### src/rtl/hit_capture.sv
// Comparator hit capture: synchronise, edge-detect and accumulate a per-channel hit mask
// around each accepted trigger. HIT_MULTIPLICITY_EN adds a popcount of the captured mask.
module hit_capture #(
    parameter int N_CH        = 24,
    parameter int SYNC_STAGES = 2,
    parameter int WINDOW      = 8,
    parameter int LOOKBACK    = 4
) (
    input  logic            sampling_clk,
    input  logic            reset,
    input  logic [N_CH-1:0] c_input_async,
    input  logic [N_CH-1:0] channel_mask,
    input  logic            trig_pulse,
    output logic [N_CH-1:0] hit_data,
    output logic            hit_valid,
    input  logic            hit_ack,
    output logic            busy,
    output logic            overflow,
    output logic [7:0]      drop_count,
    output logic [4:0]      hit_mult
);
    // state     | meaning
    // S_IDLE    | waiting for a trigger
    // S_COLLECT | merging post-trigger edges until the window count reaches 1
    // S_HOLD    | result presented, waiting for hit_ack
    typedef enum logic [1:0] {S_IDLE, S_COLLECT, S_HOLD} state_t;

    localparam int CNT_W = $clog2(WINDOW);

    state_t            state_q, state_nxt;
    logic [N_CH-1:0]   sync_q [SYNC_STAGES];
    logic [N_CH-1:0]   prev_q, edge_q, hist_or;
    logic [N_CH-1:0]   acc_q, acc_nxt, acc_merge;
    logic [CNT_W-1:0]  cnt_q, cnt_nxt;
    logic              load_result, clr_valid, drop;

    // Edge is registered so input-to-edge latency is SYNC_STAGES+1.
    always_ff @(posedge sampling_clk or negedge reset) begin
        if (!reset) begin
            for (int s = 0; s < SYNC_STAGES; s++) sync_q[s] <= '0;
            prev_q <= '0;
            edge_q <= '0;
        end else begin
            sync_q[0] <= c_input_async;
            for (int s = 1; s < SYNC_STAGES; s++) sync_q[s] <= sync_q[s-1];
            prev_q <= sync_q[SYNC_STAGES-1];
            edge_q <= sync_q[SYNC_STAGES-1] & ~prev_q & channel_mask;
        end
    end

    generate
        if (LOOKBACK > 0) begin : g_hist
            logic [N_CH-1:0] hist_q [LOOKBACK];
            always_ff @(posedge sampling_clk or negedge reset) begin
                if (!reset) begin
                    for (int k = 0; k < LOOKBACK; k++) hist_q[k] <= '0;
                end else begin
                    hist_q[0] <= edge_q;
                    for (int k = 1; k < LOOKBACK; k++) hist_q[k] <= hist_q[k-1];
                end
            end
            always_comb begin
                hist_or = '0;
                for (int k = 0; k < LOOKBACK; k++) hist_or = hist_or | hist_q[k];
            end
        end else begin : g_nohist
            assign hist_or = '0;
        end
    endgenerate

    assign acc_merge = acc_q | edge_q;

    always_ff @(posedge sampling_clk or negedge reset) begin
        if (!reset) begin
            state_q <= S_IDLE;
            acc_q   <= '0;
            cnt_q   <= '0;
        end else begin
            state_q <= state_nxt;
            acc_q   <= acc_nxt;
            cnt_q   <= cnt_nxt;
        end
    end

    always_comb begin
        state_nxt   = state_q;
        acc_nxt     = acc_q;
        cnt_nxt     = cnt_q;
        load_result = 1'b0;
        clr_valid   = 1'b0;
        drop        = 1'b0;
        case (state_q)
            S_IDLE: begin
                if (trig_pulse) begin
                    acc_nxt   = hist_or | edge_q;
                    cnt_nxt   = CNT_W'(WINDOW - 1);
                    state_nxt = S_COLLECT;
                end
            end
            S_COLLECT: begin
                acc_nxt = acc_merge;
                cnt_nxt = cnt_q - 1'b1;
                drop    = trig_pulse;
                if (cnt_q == CNT_W'(1)) begin
                    load_result = 1'b1;
                    state_nxt   = S_HOLD;
                end
            end
            S_HOLD: begin
                if (hit_ack) begin
                    clr_valid = 1'b1;
                    // A trigger coinciding with the ack starts the next window directly.
                    if (trig_pulse) begin
                        acc_nxt   = hist_or | edge_q;
                        cnt_nxt   = CNT_W'(WINDOW - 1);
                        state_nxt = S_COLLECT;
                    end else begin
                        state_nxt = S_IDLE;
                    end
                end else begin
                    drop = trig_pulse;
                end
            end
            default: state_nxt = S_IDLE;
        endcase
    end

    always_ff @(posedge sampling_clk or negedge reset) begin
        if (!reset) begin
            hit_data   <= '0;
            hit_valid  <= 1'b0;
            busy       <= 1'b0;
            overflow   <= 1'b0;
            drop_count <= '0;
        end else begin
            if (load_result) hit_data <= acc_merge;
            if (load_result)    hit_valid <= 1'b1;
            else if (clr_valid) hit_valid <= 1'b0;
            busy     <= (state_nxt != S_IDLE);
            overflow <= overflow | drop;
            if (drop && (drop_count != 8'hFF)) drop_count <= drop_count + 8'd1;
        end
    end

`ifdef HIT_MULTIPLICITY_EN
    always_ff @(posedge sampling_clk or negedge reset) begin
        if (!reset)           hit_mult <= '0;
        else if (load_result) hit_mult <= 5'($countones(acc_merge));
    end
`else
    assign hit_mult = '0;
`endif

endmodule

### config.mk
export PLATFORM = sky130hd
export DESIGN_NAME = hit_capture
export DESIGN_NICKNAME = d
export VERILOG_FILES = /design/src/rtl/hit_capture.sv
export SDC_FILE = /design/constraint.sdc
export NUM_CORES = 1
export LEC_CHECK = 0
export ABC_AREA = 1
export BUFFER_PORTS_ARGS = -buffer_cell sky130_fd_sc_hd__buf_2
export CAP_MARGIN = 20
export CORE_MARGIN = 10
export CORE_UTILIZATION = 40
export DETAILED_ROUTE_END_ITERATION = 10
export GPL_ROUTABILITY_DRIVEN = 0
export SLEW_MARGIN = 20
export SYNTH_ARGS = -nofsm -noshare
export SYNTH_HDL_FRONTEND = slang
export SYNTH_SLANG_ARGS = --single-unit
### constraint.sdc
create_clock -name sampling_clk -period 2.55 [get_ports sampling_clk]
set_input_delay 0.255 -clock sampling_clk [delete_from_list [all_inputs] [get_ports sampling_clk]]
set_output_delay 0.255 -clock sampling_clk [all_outputs]
set_load 0.01 [all_outputs]
Word level (Yosys, flattened, before mapping)
Index checks and enable logic that the tools add are counted.

Add/sub/neg operators: 2. Multipliers: 0. Div/mod/pow operators: 0. $lt $le $gt $ge: 0. Equality and inequality tests: 5. Shift operators: 0. Muxes and demuxes: 19. Bitwise gates (word level): 9. Reduce and logical (&&, ||, !) cells: 6.

Operator list (count): bitwise OR 24 bit (5); one-hot mux 24 bit (3 select lines) (1); AND 24 bit (2); two-way mux 24 bit (2); inverter 24 bit (1); one-hot mux 3 bit (3 select lines) (1); adder 8 x 1 -> 8 bit (second input constant) (1); two-way mux 1 bit (8); != test 8 bit (second input constant) (1); two-way mux 2 bit (3); two-way mux 3 bit (2); one-hot mux 2 bit (3 select lines) (1); nonzero test 2 bit (2); == test 3 x 1 -> 1 bit (second input constant) (1); nonzero test 3 bit (1); subtractor 3 x 1 -> 3 bit (second input constant) (1); == test 2 x 1 -> 1 bit (second input constant) (1); == test 2 bit (second input constant) (1); zero test 2 bit (1); != test 2 bit (second input constant) (1); one-hot mux 1 bit (2 select lines) (1); AND reduction 2 bit (1); logical AND 1 bit (1); bitwise OR 1 bit (1).

Flip-flop bits (word level): 256. Bits in latches: 0. RAM bits: 0. Bits in read-only memories: 0. Bits of input ports: 52. Output and inout bits: 40. Word-level logic and storage cells: 57. Memories: 0.

Logic depth before layout (Yosys ltp)
Gate-level depths: netlist (run 1).

Depth in word-level cells: 7. Gate-level depth with buffers: 10.

Worst setup path before layout (run 1)
No wires, ideal clock.

Path kind: flip-flop to flip-flop. Start: register state_q[1]. End: register overflow. Setup time: 127 ps. Arrival time: 1269 ps. Required time: 2423 ps. Slack: 1154 ps. Cell stages (with the launch flop): 9. Period minus slack after synthesis: 1396 ps. Path through: dfrtp_1 > inv_1 > ha_1 > buf_2 > inv_1 > nand2_1 > nand2_1 > inv_1 > or2_2.

Word-level cells in the longest chain between the ends: 3.

RTL lines: start, declared (line 30) `state_t state_q, state_nxt;`; start signal, assigned (line 79) `state_q <= state_nxt;`; == test 2 bit / == test 2 x 1 -> 1 bit (equally long branches) (line 92) `case (state_q)`; one-hot mux 1 bit (2 select lines) (*) (line 92); bitwise OR 1 bit (*) (line 140) `overflow <= overflow | drop;`; end signal, assigned (line 140); end, declared (line 18) `output logic overflow,`.

Every way passes the cells marked *; elsewhere a longest branch is shown, timed or not. A chain may end at the register's enable or synchronous reset.

Final worst setup path (run 1)
Start: register state_q[0]. End: register acc_q[17].

Word-level cells in the longest chain between the ends: 3.

RTL lines: == test 2 bit, or another cell as far along (line 92); != test 2 bit (no line) / nonzero test 3 bit (equally long branches); AND reduction 2 bit (no line); end signal, assigned (line 80) `acc_q <= acc_nxt;`; end, declared (line 33) `logic [N_CH-1:0] acc_q, acc_nxt, acc_merge;`.

Parallel ways exist; a longest one is shown, timed or not.

==> results.rst, run 1 <==
.. list-table::
   :header-rows: 1

   * - Metric
     - Value
   * - Post-Place Setup Slack
     - just under 0.6 ns
   * - Area after detailed placement
     - around 9200 um2
   * - Vertical die dimension
     - 165.1 um
   * - Filler instances
     - 1848
   * - Mean number of vias per cell
     - 4.385
   * - Hold path startpoint
     - hit_ack
   * - Layout cell share with drive strength beyond 1
     - 0.1792
   * - Buffers on Ports
     - 86
   * - Reg2reg path depth
     - 7
   * - Total number of placement rows
     - 53
   * - Post-synthesis cell type count
     - 24
   * - Setup repair after global routing missed its margin
     - false
   * - Clock Path Buffers
     - 3
   * - Number of nets at the end of the flow
     - 916
   * - Count of yosys warnings during synthesis
     - 0
   * - Kind of cell adding the most delay to the critical path
     - simple AND/OR/NAND/NOR gates
   * - Final-layout setup total negative slack
     - 0 ns
   * - Post-route cell area
     - 10600 um2
   * - Sink Count
     - 256
   * - Clock network latency to the later pin of the worst-skew pair
     - around 0.52 ns
   * - Mean area per synthesized cell
     - between 10 and 15 um2
   * - Leakage
     - 0.005362 uW
   * - Max-slew violation count
     - 0
   * - Power density relative to cell area
     - 1027 nW/um2
   * - Wire per inst
     - 12.91 um
   * - H-Tree Level Count
     - 1
   * - Crit Path Max Fanout
     - 28
   * - Timing-limited maximum frequency
     - 0.5275 GHz
   * - Via count
     - 5052
   * - Arrival @ worst endpoint
     - 2.35 ns
   * - Cell count along the critical path
     - 7
   * - Launching element of the worst setup path
     - state_q[0]
   * - Synthesis-to-layout area growth
     - 25.97%
   * - RR Startpoint
     - state_q[0]
   * - Vias in the first global route
     - 5327
   * - Die ar.
     - 27240 um2
   * - Fraction of the core area covered by cells at the end of the flow
     - 0.5075
   * - Number of antenna violations at the first check in global routing
     - 0
   * - Crit end category
     - register
   * - First-pass GRT wire length
     - 25670 um
   * - Tot GR Track Use
     - 0.1141
   * - Critical-path top delay cell
     - dfrtp_1
   * - I/O pin count
     - 92
   * - Post-layout power
     - 10890 uW
   * - Floorplan die width
     - 165.1 um
   * - Clock Tree Root
     - clkbuf_16
   * - Hold bufs inserted after CTS
     - 49
   * - Total clock buffers created by CTS
     - 26
   * - Class of the tightest hold or removal check
     - primary input to register
   * - Max_cap viols
     - 0
   * - Share of the clock period used by the worst path
     - 0.7434
   * - Netlist area before placement
     - 8416 um2
   * - Endpoints failing setup
     - 0
   * - Core ar.
     - approximately 21000 um2
   * - Status
     - finished clean
   * - Critical Path Source Type
     - register
   * - Clock edge transition at the registers on the reported setup and hold paths
     - about 0.06 ns
   * - Depth of the worst hold-timing path
     - 4
   * - Final clock skew
     - 0.006246 ns
   * - Resize count post-CTS
     - 0
   * - Critical path required time
     - 3.01 ns
   * - Stage delay of the slowest cell on the critical path
     - 0.44 ns
   * - Post-CTS setup buffers
     - 0
   * - Hold violation count in the final report
     - 0
   * - Detailed-placement wirelength estimate
     - 9292 um
   * - Minimum clock period
     - 1.896 ns
   * - Ordered cell list for the critical path
     - inv_2 -> ha_1 -> nand2_2 -> nand3_4 -> inv_4 -> nand3_1 -> nand2_1
   * - Worst path buffer plus inverter count
     - 2
   * - Largest net degree at the start of global routing
     - 73
   * - CTS tree
     - done
   * - Most frequent cells in the layout
     - dfrtp_1, nand2_1, nor2_1, buf_2, dlygate4sd3_1
   * - Post-route setup slack
     - between 0.6 and 0.7 ns
   * - Total iterations of the first detailed-routing run
     - 4
   * - Effective utilization at floorplan
     - 0.4029
   * - Routed wire length
     - 14880 um
   * - Post-DRT Antenna Nets
     - 0
   * - Synthesized flop and latch total
     - 256
   * - Overall overflow remaining after global route
     - 0
   * - Number of instances in the synthesized netlist
     - 703
   * - Final routed DRC violation total
     - 0
   * - Category of the most critical setup path
     - register to register
   * - Proportion of synthesized chip area in sequential cells
     - 0.7612
   * - First DRT Iteration DRCs
     - 312
   * - Commonest non-fill, non-tap cell in the layout
     - dfrtp_1
   * - Worst vdd ir
     - 520.2 uV
cells by family after synthesis:
logic type,after synthesis,share of synthesized area
AO/OA/AOI/OAI,28,0.01725
XOR/XNOR,4,0.004164
adder cells (fa/ha/maj),7,0.01041
buffers and inverters,40,0.02483
flip-flops,256,0.7612
other,1,0.0004456
AND/OR/NAND/NOR,367,0.1817
sequential cells by signal, indices dropped and copies added, names as in the netlist:
signal and cells:
edge_q 24, hit_valid 1, hit_data 24, prev_q 24, g_hist.hist_q 96, state_q 2, drop_count 8, cnt_q 3
acc_q 24, busy 1, overflow 1, sync_q 48
per-stage QoR:
stage	std cells	hold slack, ns
after floorplan	707	-0.04059
after CTS	1151	0.02389
after global routing	1151	0.05423
after global placement	1055	0.2474
final	1152	0.03456
after detailed placement	1055	0.2372
area by class of cell:
cell class | instances | area, um2 | area share
flip-flops and latches | 256 | 6406 | 0.6043
multi-input cells | 411 | 1823 | 0.1720
repair buffers | 142 | 1021 | 0.09631
clock buffers | 36 | 769.5 | 0.07258
well taps | 275 | 344.1 | 0.03246
clock inverters | 11 | 157.7 | 0.01487
inverters | 20 | 77.57 | 0.007317
diodes | 1 | 2.502 | 0.0002360
where the power goes:
part | switching, uW | internal [uW]
registers | 277 | 4570
logic | 1240 | 779
clock network | 1520 | 2500
total | 3040 | 7850
worst reg2reg max path, delay by kind of cell (launching register included):
family / cells / cell delay (ns)
fa+ha+maj: 1 / 0.24
simple gates: 4 / 0.66
buf+inv: 2 / 0.50
flops: 1 / 0.44
cell usage after synthesis:
cell	instances	area share
a21boi_0	2	0.0018
buf_12	1	0.0024
buf_2	8	0.0048
buf_4	6	0.0054
buf_6	1	0.0013
clkbuf_1	4	0.0018
conb_1	1	0.00045
dfrtp_1	256	0.76
ha_1	7	0.010
inv_1	18	0.0080
inv_2	1	0.00045
inv_4	1	0.00074
nand2_1	179	0.080
nand2_2	2	0.0015
nand2_4	1	0.0013
nand3_1	46	0.027
nand3_2	10	0.012
nand3_4	1	0.0021
nor2_1	126	0.056
nor2_2	1	0.00074
o21ai_0	26	0.015
or2_2	1	0.00074
xnor2_1	2	0.0021
xor2_1	2	0.0021
path summary, 6_finish.rpt:
path                                endpoint  slack [ns]
max                                acc_q[17]        0.65
max in group asynchronous         sync_q[18]        1.52
min reg2reg                        sync_q[8]        0.35
max reg2reg                        acc_q[17]        0.65
min in group asynchronous  g_hist.hist_q[79]        0.28
min                                hit_valid        0.03
metal layers:
| layer | track usage | share of wire | up-vias |
|---|---|---|---|
| met5 | 0 | 0 | - |
| met4 | 0.03784 | 0.027 | 0 |
| met3 | 0.03322 | 0.059 | 39 |
| met2 | 0.1761 | 0.45 | 81 |
| met1 | 0.1517 | 0.47 | 2422 |
| li1 | - | - | 2510 |
(Power assumes the default switching activity.)
==> run 2: changes to the inputs <==
==> constraint.sdc (replaced) <==
create_clock -name sampling_clk -period 1.8 [get_ports sampling_clk]
set_input_delay 0.18 -clock sampling_clk [delete_from_list [all_inputs] [get_ports sampling_clk]]
set_output_delay 0.18 -clock sampling_clk [all_outputs]
set_load 0.01 [all_outputs]
==> run 2 against run 1 <==
  * First-iteration DRC count decreased by 14%
  * Die area unchanged
  * Fmax increased by 18%
  * Largest power group unchanged
  * Design area increased by 0.31%
  * Sequential share of layout area decreased by 0.18 points
  * Global-route usage increased by 0.43 points
  * Routed wire length increased by 3.0%
  * Core utilization increased by 0.16 points
  * Worst hold slack improved by 0.085 ns
  * Power increased by 39%
  * Clock power increased by 33%
  * Critical path depth increased by 1
==> results.rst, run 2 (synthesized netlist as in run 1, its figures left out) <==
.. list-table::
   :header-rows: 1

   * - Metric
     - Value
   * - Timing-limited maximum frequency
     - 0.6216 GHz (was 0.5275 GHz)
   * - Post-route setup slack
     - 0.1912 ns (was 0.6543 ns)
   * - First-pass GRT wire length
     - 26680 um (was 25670 um)
   * - Met3 wire length
     - 903 um (was 882 um)
   * - Worst-margin pin slew
     - a little over 0.5 ns
   * - Final antenna diode count
     - 0 (was 1)
   * - Final-layout setup total negative slack
     - 0 ns (unchanged)
   * - Core ar.
     - 20890 um2 (unchanged)
   * - First DRT Iteration DRCs
     - 267 (was 312)
   * - Reg2reg path depth
     - 8 (was 7)
   * - Largest register by flop count
     - g_hist.hist_q (unchanged)
   * - Destination of the worst hold path
     - state_q[0] (was hit_valid)
   * - Max_cap viols
     - 0 (unchanged)
   * - Detailed-placement wirelength estimate
     - 9966 um (was 9292 um)
   * - Final clock skew
     - 0.009181 ns (was 0.006246 ns)
   * - Final routed DRC violation total
     - 0 (unchanged)
   * - Category of the most critical setup path
     - register to register (unchanged)
   * - Largest net degree at the start of global routing
     - 63 (was 73)
   * - Overall overflow remaining after global route
     - 0 (unchanged)
   * - Via count
     - 5130 (was 5052)
   * - Crit end category
     - register (unchanged)
   * - Arrival @ worst endpoint
     - 2.06 ns (was 2.35 ns)
   * - Leakage
     - 0.005387 uW (was 0.005362 uW)
   * - Total clock buffers created by CTS
     - 27 (was 26)
   * - Crit Path Max Fanout
     - 8 (was 28)
   * - Registers with the most flip-flops
     - g_hist.hist_q: 96 flops, sync_q: 48 flops (unchanged)
   * - Largest register FFs
     - 96 (unchanged)
   * - CTS tree
     - done (unchanged)
   * - RR Startpoint
     - state_q[1] (was state_q[0])
   * - Endpoints failing setup
     - 0 (unchanged)
   * - Clock Tree Root
     - clkbuf_16 (unchanged)
   * - Total number of placement rows
     - 53 (unchanged)
   * - Clock edge transition at the registers on the reported setup and hold paths
     - 0.06 ns (about the same)
   * - Number of antenna violations at the first check in global routing
     - 0 (unchanged)
   * - Worst vdd ir
     - 945.8 uV (was 520.2 uV)
   * - Post-DRT Antenna Nets
     - 0 (unchanged)
   * - Share of the clock period used by the worst path
     - 0.8938 (was 0.7434)
   * - Clock network latency to the later pin of the worst-skew pair
     - 0.52 ns (about the same)
   * - Commonest non-fill, non-tap cell in the layout
     - dfrtp_1 (unchanged)
   * - Vertical die dimension
     - 165.1 um (unchanged)
   * - Number of nets at the end of the flow
     - 925 (was 916)
   * - Effective utilization at floorplan
     - 0.4029 (unchanged)
   * - Synthesis-to-layout area growth
     - 26.36% (was 25.97%)
   * - Hold path startpoint
     - trig_pulse (was hit_ack)
   * - Die ar.
     - 27240 um2 (unchanged)
   * - Post-Place Setup Slack
     - 0.2002 ns (was 0.5850 ns)
   * - Relative slew slack
     - 0.6592
   * - Floorplan die width
     - 165.1 um (unchanged)
   * - Max-slew violation count
     - 0 (unchanged)
   * - Buffers on Ports
     - 86 (unchanged)
   * - Setup slack of the worst register-to-register path
     - 0.19 ns (was 0.65 ns)
   * - Most frequent cells in the layout
     - dfrtp_1, nand2_1, nor2_1, buf_2, dlygate4sd3_1 (unchanged)
   * - Status
     - finished clean (unchanged)
   * - Sink Count
     - 256 (unchanged)
   * - Detailed-routing wirelength on met1
     - 6957 um (was 6953 um)
   * - Tot GR Track Use
     - 0.1183 (was 0.1141)
   * - Routed wl met2
     - 7040 um (was 6640 um)
   * - Count of non-filler cells in the finished layout
     - 1160 (was 1152)
   * - Area after detailed placement
     - 9259 um2 (was 9181 um2)
   * - Reg2reg end
     - drop_count[1] (was acc_q[17])
   * - Power density relative to cell area
     - 1424 nW/um2 (was 1027 nW/um2)
   * - Layout cell share with drive strength beyond 1
     - 0.1853 (was 0.1792)
   * - Total iterations of the first detailed-routing run
     - 4 (unchanged)
   * - Class of the tightest hold or removal check
     - primary input to register (unchanged)
   * - Placed cells
     - 1062 (was 1055)
   * - Routed wire length
     - 15330 um (was 14880 um)
   * - Mean number of vias per cell
     - 4.422 (was 4.385)
   * - Critical Path Source Type
     - register (unchanged)
   * - Wire per inst
     - 13.21 um (was 12.91 um)
   * - Setup repair after global routing missed its margin
     - false (unchanged)
   * - Vias in the first global route
     - 5427 (was 5327)
   * - Clock Path Buffers
     - 3 (unchanged)
   * - Post-route cell area
     - 10630 um2 (was 10600 um2)
   * - Minimum clock period
     - 1.609 ns (was 1.896 ns)
   * - Highest routed metal layer
     - met4 (unchanged)
   * - I/O pin count
     - 92 (unchanged)
   * - Critical path required time
     - 2.25 ns (was 3.01 ns)
   * - H-Tree Level Count
     - 1 (unchanged)
   * - Hold violation count in the final report
     - 0 (unchanged)
   * - Depth of the worst hold-timing path
     - 7 (was 4)
run 2: cell count changes in the layout (fill, tap and decap cells not counted):
cell and change:
buf_4 +5, buf_12 +2, bufinv_16 -2, clkbuf_8 -2, clkinv_4 +2, clkbuf_1 +1
clkinv_2 +1, diode_2 -1, dlygate4sd3_1 +1, inv_6 +1
run 2: worst max-delay path by stage:
stage / from / endpoint / depth (start not counted)
floorplan: state_q[1] / overflow / 8
global placement: state_q[1] / busy / 7
detailed placement: state_q[1] / busy / 7
CTS: state_q[1] / drop_count[1] / 8
global route: state_q[1] / drop_count[1] / 8
finish: state_q[1] / drop_count[1] / 8
run 2: timing repair:
item | 4_1_cts | 5_1_grt
endpoints found under the hold margin | 131 | 0
setup buffers | 0 | 0
resized for setup | 0 | 0
hold buffers | 50 | 0
endpoints found under the setup margin | 0 | 0
run 2: final cells by class:
class                   count  area, um2
fillers                  1838      10250
flip-flops and latches    256       6406
multi-input cells         411       1823
repair buffers            150       1109
clock buffers              35      745.7
well taps                 275      344.1
clock inverters            13      128.9
inverters                  20      77.57
run 2: per-layer routing:
| layer | GRT usage | vias up |
|---|---|---|
| li1 | - | 2546 |
| met1 | 0.1571 | 2460 |
| met2 | 0.1851 | 94 |
| met3 | 0.03297 | 30 |
| met4 | 0.03744 | 0 |
| met5 | 0 | - |
run 2: power breakdown:
part / leakage [uW] / internal (uW) / switching (uW)
Clock: 0.000435 / 3200 / 2120
Sequential: 0.00325 / 6470 / 385
Combinational: 0.00171 / 1140 / 1810
run 2: through the flow:
step	hold WS, ns	total power (uW)	utilization
after global routing	0.1499	16170	0.5091
after CTS	0.09466	15420	0.5091
after detailed placement	0.1687	9902	0.4432
after floorplan	-0.1156	8950	-
after global placement	0.1662	9802	0.4432
final	0.1199	15140	0.5091
run 2: worst max-delay path, stage by stage (launching register included):
cell,delay [ns]
dfrtp_1,0.43
inv_1,0.10
ha_2,0.26
inv_1,0.07
nand2_1,0.08
nand2_1,0.09
nor2_2,0.31
nand2_1,0.11
nand2_1,0.08
==> run 3: changes to the inputs <==
--- a/config.mk
+++ b/config.mk
@@ -12,6 +12,8 @@
 export CORE_UTILIZATION = 40
 export DETAILED_ROUTE_END_ITERATION = 10
 export GPL_ROUTABILITY_DRIVEN = 0
+export PLACE_DENSITY_LB_ADDON = 0.05
+export RECOVER_POWER = 100
 export SLEW_MARGIN = 20
 export SYNTH_ARGS = -nofsm -noshare
 export SYNTH_HDL_FRONTEND = slang
==> run 3 against run 2 <==
  * Sequential share of layout area up 1.1 points
  * Clock power down 4.1%
  * Core utilization down 0.90 points
  * Design area down 1.8%
  * Combinational power down 3%
  * Worst hold slack better by 0.0050 ns
  * Sequential power about the same
  * Non-clock buffer count down 1
==> results.rst, run 3 (synthesized netlist as in run 1, its figures left out) <==
.. list-table::
   :header-rows: 1

   * - Metric
     - Value
   * - Sink Count
     - 256 (unchanged)
   * - Clock Path Buffers
     - 3 (unchanged)
   * - Class of the tightest hold or removal check
     - primary input to register (unchanged)
   * - CTS tree
     - done (unchanged)
   * - Die ar.
     - 27240 um2 (unchanged)
   * - Mean number of vias per cell
     - 4.470 (was 4.422)
   * - Clock edge transition at the registers on the reported setup and hold paths
     - 0.06 ns (about the same)
   * - Status
     - finished clean (unchanged)
   * - Clock network latency to the later pin of the worst-skew pair
     - 0.52 ns (about the same)
   * - Stage delay of the slowest cell on the critical path
     - 0.45 ns (was 0.43 ns)
   * - Hold violation count in the final report
     - 0 (unchanged)
   * - Number of antenna violations at the first check in global routing
     - 0 (unchanged)
   * - Overall overflow remaining after global route
     - 0 (unchanged)
   * - I/O pin count
     - 92 (unchanged)
   * - First-pass GRT wire length
     - 26510 um (was 26680 um)
   * - Timing-limited maximum frequency
     - 0.6002 GHz (was 0.6216 GHz)
   * - Largest register FFs
     - 96 (unchanged)
   * - Sw Share
     - 0.2869 (was 0.2853)
   * - Highest routed metal layer
     - met4 (unchanged)
   * - Routed wire length
     - 15540 um (was 15330 um)
   * - Detailed-routing wirelength on met1
     - 7191 um (was 6957 um)
   * - Critical Path Source Type
     - register (unchanged)
   * - Wire per inst
     - 13.44 um (was 13.21 um)
   * - Effective utilization at floorplan
     - 0.4029 (unchanged)
   * - Switching Power
     - 4255 uW (was 4319 uW)
   * - Critical-path top delay cell
     - dfrtp_1 (unchanged)
   * - Layout cell share with drive strength beyond 1
     - 0.1317 (was 0.1853)
   * - Post-route cell area
     - 10450 um2 (was 10630 um2)
   * - Tot GR Track Use
     - 0.1175 (was 0.1183)
   * - Crit Path Max Fanout
     - 14 (was 8)
   * - H-Tree Level Count
     - 1 (unchanged)
   * - Leakage
     - 0.005186 uW (was 0.005387 uW)
   * - Final-layout setup total negative slack
     - 0 ns (unchanged)
   * - Buffers on Ports
     - 86 (unchanged)
   * - Minimum clock period
     - 1.666 ns (was 1.609 ns)
   * - Total iterations of the first detailed-routing run
     - 6 (was 4)
   * - Category of the most critical setup path
     - register to register (unchanged)
   * - Relative slew slack
     - 0.4128 (was 0.6592)
   * - Crit end category
     - register (unchanged)
   * - Max_cap viols
     - 0 (unchanged)
   * - Final antenna diode count
     - 0 (unchanged)
   * - Final routed DRC violation total
     - 0 (unchanged)
   * - Power density relative to cell area
     - 1420 nW/um2 (was 1424 nW/um2)
   * - Internal Power
     - 10570 uW (was 10820 uW)
   * - Largest register by flop count
     - g_hist.hist_q (unchanged)
   * - Vertical die dimension
     - 165.1 um (unchanged)
   * - Commonest non-fill, non-tap cell in the layout
     - dfrtp_1 (unchanged)
   * - Resize count post-CTS
     - 0 (unchanged)
   * - Setup repair after global routing missed its margin
     - false (unchanged)
   * - Met3 wire length
     - 923 um (was 903 um)
   * - Setup slack of the worst register-to-register path
     - 0.13 ns (was 0.19 ns)
   * - Endpoints failing setup
     - 0 (unchanged)
   * - Max-slew violation count
     - 0 (unchanged)
   * - Registers with the most flip-flops
     - g_hist.hist_q: 96 flops, sync_q: 48 flops (unchanged)
   * - Area after detailed placement
     - 9239 um2 (was 9259 um2)
   * - Via count
     - 5167 (was 5130)
   * - Floorplan die width
     - 165.1 um (unchanged)
   * - Final clock skew
     - 0.006760 ns (was 0.009181 ns)
   * - Ordered cell list for the critical path
     - inv_2 -> ha_1 -> nand2_2 -> nand3_4 -> buf_2 -> nand2_1 -> a21boi_0 (was inv_1 -> ha_2 -> inv_1 -> nand2_1 -> nand2_1 -> nor2_2 -> nand2_1 -> nand2_1)
   * - Share of power burned in the clock network
     - 0.344 (was 0.352)
   * - Critical path required time
     - 2.18 ns (was 2.25 ns)
   * - Total number of placement rows
     - 53 (unchanged)
   * - Total clock buffers created by CTS
     - 26 (was 27)
   * - Seq pwr share
     - 0.463 (was 0.453)
   * - Share of the clock period used by the worst path
     - 0.9256 (was 0.8938)
   * - Post-DRT Antenna Nets
     - 0 (unchanged)
   * - Most frequent cells in the layout
     - dfrtp_1, nand2_1, nor2_1, dlygate4sd3_1, buf_2 (was dfrtp_1, nand2_1, nor2_1, buf_2, dlygate4sd3_1)
   * - Worst-margin pin slew
     - 0.8807 ns (was 0.5112 ns)
   * - Detailed-placement wirelength estimate
     - 10130 um (was 9966 um)
   * - Largest net degree at the start of global routing
     - 64 (was 63)
   * - Synthesis-to-layout area growth
     - 24.12% (was 26.36%)
   * - Vias in the first global route
     - 5404 (was 5427)
   * - Arrival @ worst endpoint
     - 2.05 ns (was 2.06 ns)
   * - Core ar.
     - 20890 um2 (unchanged)
   * - First DRT Iteration DRCs
     - 258 (was 267)
   * - Final hold slack
     - 0.1249 ns (was 0.1199 ns)
   * - Logic pwr share
     - 0.192 (was 0.195)
   * - Clock Tree Root
     - clkbuf_16 (unchanged)
   * - Routed wl met2
     - 7065 um (was 7040 um)
   * - Number of nets at the end of the flow
     - 923 (was 925)
   * - Worst vdd ir
     - 652.3 uV (was 945.8 uV)
-- run 3: repair_timing --
item,4_1_cts,5_1_grt
buffers inserted,0,0
hold buffers,50,0
hold endpoints to repair,105,0
setup endpoints to repair,0,0
-- run 3: cell type report --
| type | instances | area (um2) |
|---|---|---|
| fill | 1918 | 10440 |
| sequential | 256 | 6406 |
| multi-input combinational | 411 | 1805 |
| timing repair buffer | 149 | 984.7 |
| clock buffer | 42 | 812.0 |
| tap | 275 | 344.1 |
| inverter | 20 | 77.57 |
| clock inverter | 3 | 15.01 |
-- run 3: metrics by stage --
| stage | utilization | power [uW] | worst slack [ns] | cells |
|---|---|---|---|---|
| floorplan | - | 8950 | 0.4037 | 707 |
| global placement | 0.4423 | 9813 | 0.2661 | 1061 |
| finish | 0.5000 | 14830 | 0.1339 | 1156 |
| global route | 0.5000 | 15830 | 0.01920 | 1156 |
| CTS | 0.5058 | 15220 | 0.1596 | 1156 |
| detailed placement | 0.4423 | 9930 | 0.1740 | 1061 |
-- run 3: path summary, 6_finish.rpt --
check / start / depth (start not counted) / to
max in group asynchronous: reset / 3 / prev_q[20]
min reg2reg: sync_q[37] / 0 / sync_q[13]
min: trig_pulse / 7 / state_q[0]
min in group asynchronous: reset / 2 / sync_q[31]
max reg2reg: state_q[0] / 7 / cnt_q[2]
max: state_q[0] / 7 / cnt_q[2]
-- run 3: critical path, delay by kind of cell, from the launching register on --
kind	cells	cell delay, ns
AO/OA/AOI/OAI	1	0.13
adder cells (fa/ha/maj)	1	0.22
buffers and inverters	2	0.46
flip-flops	1	0.45
AND/OR/NAND/NOR	3	0.28
-- run 3: power groups by stage --
stage                     sequential [uW]  combinational [uW]  clock, uW
after floorplan                      6970                1980          0
after global placement               6950                2860          0
after detailed placement             6970                2960          0
after CTS                            6880                3040       5300
after global routing                 6970                3350       5510
final                                6870                2850       5110
-- run 3: per-layer routing --
metal / GRT usage / vias to the layer above
met5: 0 / -
met4: 0.03502 / 0
met3: 0.03173 / 32
met2: 0.1845 / 96
met1: 0.1567 / 2516
li1: - / 2523
